==> config.mk <==
export PLATFORM = sky130hd
export DESIGN_NAME = key_debounce
export DESIGN_NICKNAME = d
export VERILOG_FILES = /design/src/rtl/key_debounce.sv
export SDC_FILE = /design/constraint.sdc
export NUM_CORES = 1
export LEC_CHECK = 0
export BUFFER_PORTS_ARGS = -buffer_cell sky130_fd_sc_hd__buf_2
export CAP_MARGIN = 10
export CORE_AREA = 5 5 60 62
export CTS_CLUSTER_SIZE = 40
export DETAILED_ROUTE_END_ITERATION = 6
export DIE_AREA = 0 0 65 67
export PLACE_DENSITY_LB_ADDON = 0.2
export SYNTH_ARGS = -nofsm -noshare
export SYNTH_HDL_FRONTEND = slang
export SYNTH_SLANG_ARGS = --single-unit
export TNS_END_PERCENT = 1
==> constraint.sdc <==
create_clock -name CLK -period 3.2 [get_ports CLK]
set_input_delay 0.64 -clock CLK [delete_from_list [all_inputs] [get_ports CLK]]
set_output_delay 0.64 -clock CLK [all_outputs]
set_load 0.005 [all_outputs]
==> src/rtl/key_debounce.sv <==
// Push-button debouncer: two-flop synchronizer, sample-tick divider and a
// four-state acceptance FSM producing level, press/release pulses and toggle.
module key_debounce #(
  parameter int unsigned SAMPLE_DIV = 12000,
  parameter int unsigned STABLE_CNT = 20
) (
  input  logic CLK,
  input  logic RESET_N,
  input  logic KEY_IN,
  output logic KEY_LEVEL,
  output logic KEY_PRESS,
  output logic KEY_RELEASE,
  output logic KEY_TOGGLE
);

  localparam int unsigned DIV_W = (SAMPLE_DIV > 1) ? $clog2(SAMPLE_DIV) : 1;
  localparam int unsigned CNT_W = (STABLE_CNT > 2) ? $clog2(STABLE_CNT) : 1;
  localparam logic [DIV_W-1:0] DIV_LAST = DIV_W'(SAMPLE_DIV - 1);
  localparam logic [CNT_W-1:0] CNT_LAST = CNT_W'(STABLE_CNT - 1);

  typedef enum logic [1:0] {
    IDLE_LOW  = 2'd0,
    WAIT_HIGH = 2'd1,
    IDLE_HIGH = 2'd2,
    WAIT_LOW  = 2'd3
  } state_t;

  logic             r_sync1;
  logic             r_sync2;
  logic [DIV_W-1:0] r_div;
  logic [CNT_W-1:0] r_cnt;
  state_t           r_state;
  logic             r_level;
  logic             r_press;
  logic             r_release;
  logic             r_toggle;
  logic             w_tick;
  logic             w_key_s;

  assign w_key_s = r_sync2;
  assign w_tick  = (r_div == DIV_LAST);

  // Bring the asynchronous button into the clock domain.
  always_ff @(posedge CLK or negedge RESET_N) begin
    if (!RESET_N) begin
      r_sync1 <= 1'b0;
      r_sync2 <= 1'b0;
    end else begin
      r_sync1 <= KEY_IN;
      r_sync2 <= r_sync1;
    end
  end

  // Free-running sample divider; tick marks its terminal count.
  always_ff @(posedge CLK or negedge RESET_N) begin
    if (!RESET_N) begin
      r_div <= '0;
    end else if (w_tick) begin
      r_div <= '0;
    end else begin
      r_div <= r_div + DIV_W'(1);
    end
  end

  // Acceptance FSM: a new level must be seen on STABLE_CNT consecutive ticks.
  always_ff @(posedge CLK or negedge RESET_N) begin
    if (!RESET_N) begin
      r_state   <= IDLE_LOW;
      r_cnt     <= '0;
      r_level   <= 1'b0;
      r_press   <= 1'b0;
      r_release <= 1'b0;
      r_toggle  <= 1'b0;
    end else begin
      r_press   <= 1'b0;
      r_release <= 1'b0;
      if (w_tick) begin
        case (r_state)
          IDLE_LOW: begin
            if (w_key_s) begin
              r_state <= WAIT_HIGH;
              r_cnt   <= CNT_W'(1);
            end
          end
          WAIT_HIGH: begin
            if (!w_key_s) begin
              r_state <= IDLE_LOW;
              r_cnt   <= '0;
            end else if (r_cnt == CNT_LAST) begin
              r_state  <= IDLE_HIGH;
              r_cnt    <= '0;
              r_level  <= 1'b1;
              r_press  <= 1'b1;
              r_toggle <= ~r_toggle;
            end else begin
              r_cnt <= r_cnt + CNT_W'(1);
            end
          end
          IDLE_HIGH: begin
            if (!w_key_s) begin
              r_state <= WAIT_LOW;
              r_cnt   <= CNT_W'(1);
            end
          end
          WAIT_LOW: begin
            if (w_key_s) begin
              r_state <= IDLE_HIGH;
              r_cnt   <= '0;
            end else if (r_cnt == CNT_LAST) begin
              r_state   <= IDLE_LOW;
              r_cnt     <= '0;
              r_level   <= 1'b0;
              r_release <= 1'b1;
            end else begin
              r_cnt <= r_cnt + CNT_W'(1);
            end
          end
          default: begin
            r_state <= IDLE_LOW;
            r_cnt   <= '0;
          end
        endcase
      end
    end
  end

  assign KEY_LEVEL   = r_level;
  assign KEY_PRESS   = r_press;
  assign KEY_RELEASE = r_release;
  assign KEY_TOGGLE  = r_toggle;

endmodule

==> flow_metrics.tcl <==
set metrics [dict create \
    path_clk_slew_ns 0.15 \
    slowest_delay_ns 0.59 \
    cp_max_fo 9 \
    fin_skew_ns 0.01127 \
    clk_latency_ns 0.33 \
    antennaDiodeCount 0 \
    crit_type "reg2reg" \
    hold_violations 0 \
    cts_tree "built" \
    avgSynthCellArea_um2 11.01 \
    synth.ff_latch_count 27 \
    hp-class "in2async" \
    synthAdderAreaFrac 0.01959 \
    period_share 0.6831 \
    grt_pass1_wl_um 3739 \
    io_pins 7 \
    grt_util_all_layers 0.1125 \
    cts_buffers 3 \
    synth_area_um2 1277 \
    place_hpwl_um 1553 \
    max_freq_ghz 0.4575 \
    cts_setup_buffers 0 \
    vdd_drop_max_uv 269.5 \
    drive_gt1_frac 0.1508 \
    crit_path_end_kind "register" \
    row_count 20 \
    synth_top_family_by_area "simple AND/OR/NAND/NOR gates" \
    power_density_nw_per_um2 363.4 \
    fin_util 0.4639 \
    combinationalPowerShare 0.017 \
    worstMarginPinSlew_ns 0.5930 \
    slew_viol_final 0 \
    regArea_um2 675.6 \
    layout_commonest_cell "dfrtp_1" \
    cts_max_path_buffers 2 \
    die-area_um2 4355 \
    nNetsFinal 132 \
    syn_inst 116 \
    place_area_um2 1351 \
    cts_root_buffer "clkbuf_4" \
    cts.sinks 27 \
    path_cells "or4b_1 -> or4_1 -> nor2_1 -> mux2_2" \
    cp.required_ns 3.44 \
    portBuffers 6 \
    grt_max_degree 28 \
    grt_overflow 0 \
    start_util 0.4290 \
    wl_per_cell_um 13.82 \
    slew_headroom 0.6046 \
    setup_slack_ns 1.014 \
    grt_pass1_vias 818 \
    power_mw 0.5019 \
    htreeDepth 1 \
    finalWeightedCongestion 0.8290 \
    cts_resized 0 \
    final_cell_mix "dfrtp_1 (27), nand3_1 (12), nor2_1 (11)" \
    p_leak_nw 0.6264 \
    die_y_um 67 \
    p_int_mw 0.3920 \
    viasPerCell 5.415 \
    wirelength_um 2197 \
    regToRegStartpoint "r_div[8]" \
    rr_worst_depth 4 \
    pwr-share-clk 0.299 \
    period_needed_ns 2.186 \
    synthMuxAreaShare 0.01665 \
    core_um2 2978 \
    postCtsHoldBufs 0 \
    synth-async-reset-ratio 1.000 \
    crit_slowest_cell "or4_1" \
    ys.warnings.count 0 \
    dpl_worst_slack_ns 1.032 \
    critPathLaunchType "register" \
    reg2reg_setup_slack_ns 1.01 \
    synth_edf_count 0 \
    synth_nets 121 \
    setup_viol 0 \
    outcome "complete, no violations" \
    synth-compound-area-share 0.07640 \
    synth-simple-area-share 0.2733 \
    ys.flop_type "dfrtp_1" \
    synth.distinct_cells 36 \
    ys_seq_area_frac 0.5289 \
    vias 861 \
    switching_power_mw 0.1100 \
    areaGrowthSynthToFinish_pct 8.129 \
    crit_arrival_ns 2.42 \
    p_seq_frac 0.685 \
    final_area_um2 1381 \
    antenna_found_initial 0 \
    fin_tns_setup_ns 0 \
    drtIter0Drc 57 \
    firstDrtPassIters 4 \
    swShare 0.2191 \
    drc 0 \
    ant_nets 0 \
    multi_input_area_um2 589.3 \
    synthXorXnorAreaFrac 0.07542 \
    drv_cap 0 \
    die_w_um 65 \
    num-fill-cells 273 \
    rsz0062_at_grt "no" \
]
routing by layer:
metal	vias to the layer above	global-route usage	share of wire
met5	-	0	0
met4	0	0.02902	0
met3	0	0.03879	0.034
met1	401	0.1416	0.49
met2	11	0.1839	0.48
li1	449	-	-
power by group through the flow:
stage | Clock, mW | Sequential, mW | Combinational, mW
2_1_floorplan | 0 | 0.350 | 0.00100
3_3_place_gp | 0 | 0.350 | 0.00875
3_5_place_dp | 0 | 0.350 | 0.00911
4_1_cts | 0.162 | 0.344 | 0.00908
5_1_grt | 0.175 | 0.344 | 0.0104
6_report | 0.150 | 0.344 | 0.00846
cell families (layout without fill, tap and decap cells):
logic type / count (synthesis) / after routing
AO/OA/AOI/OAI: 14 / 14
XOR/XNOR: 11 / 11
flip-flops: 27 / 27
multiplexers: 2 / 2
AND/OR/NAND/NOR: 57 / 57
adder cells (fa/ha/maj): 2 / 2
buffers and inverters: 3 / 13
worst max-delay path by stage:
stage	startpoint	slack (ns)	to
finish	r_div[8]	1.01	register
global route	r_div[0]	0.87	register
CTS	r_div[8]	1.02	register
detailed placement	r_div[8]	1.03	register
global placement	r_div[8]	1.07	register
floorplan	r_div[8]	1.17	register
cells in the mapped netlist, types with 2 or more instances:
master,n,area (um2)
dfrtp_1,27,675.7
nand3_1,12,60.06
nor2_1,11,41.29
nand2_1,8,30.03
xor2_1,8,70.07
o21ai_0,4,20.02
a22o_1,3,26.28
and2_1,3,18.77
nand4_1,3,18.77
xnor2_1,3,26.28
a21o_1,2,15.01
and3_1,2,12.51
ha_1,2,25.02
inv_1,2,7.510
nand3b_1,2,15.01
nor4_1,2,12.51
o22a_1,2,17.52
or3b_2,2,17.52
final cells by class:
class,count,share of cell area
sequential,27,0.4891
multi-input combinational,86,0.4266
tap,33,0.02989
timing repair buffer,7,0.02717
clock buffer,3,0.01630
clock inverter,1,0.005435
inverter,2,0.005435
worst max-delay path: cells and delay by family, from the launching register on:
kind / cells / cell delay, ns
DFF: 1 / 0.46
muxes: 1 / 0.34
and+or+nand+nor: 3 / 1.31
flip-flops by register name, indices dropped and copies added (netlist names), named ones only:
name,count
r_div,14
r_cnt,5
KEY_LEVEL,1
KEY_PRESS,1
KEY_RELEASE,1
KEY_TOGGLE,1
r_state,1
r_sync1,1
r_sync2,1
per-stage QoR:
step                      hold slack (ns)  std cells
after floorplan                    0.3312        116
after global placement             0.3354        155
after detailed placement           0.3549        155
after CTS                          0.2885        159
after global routing               0.3155        159
final                              0.2854        159
Note: power is estimated with default switching activity, not from simulation.
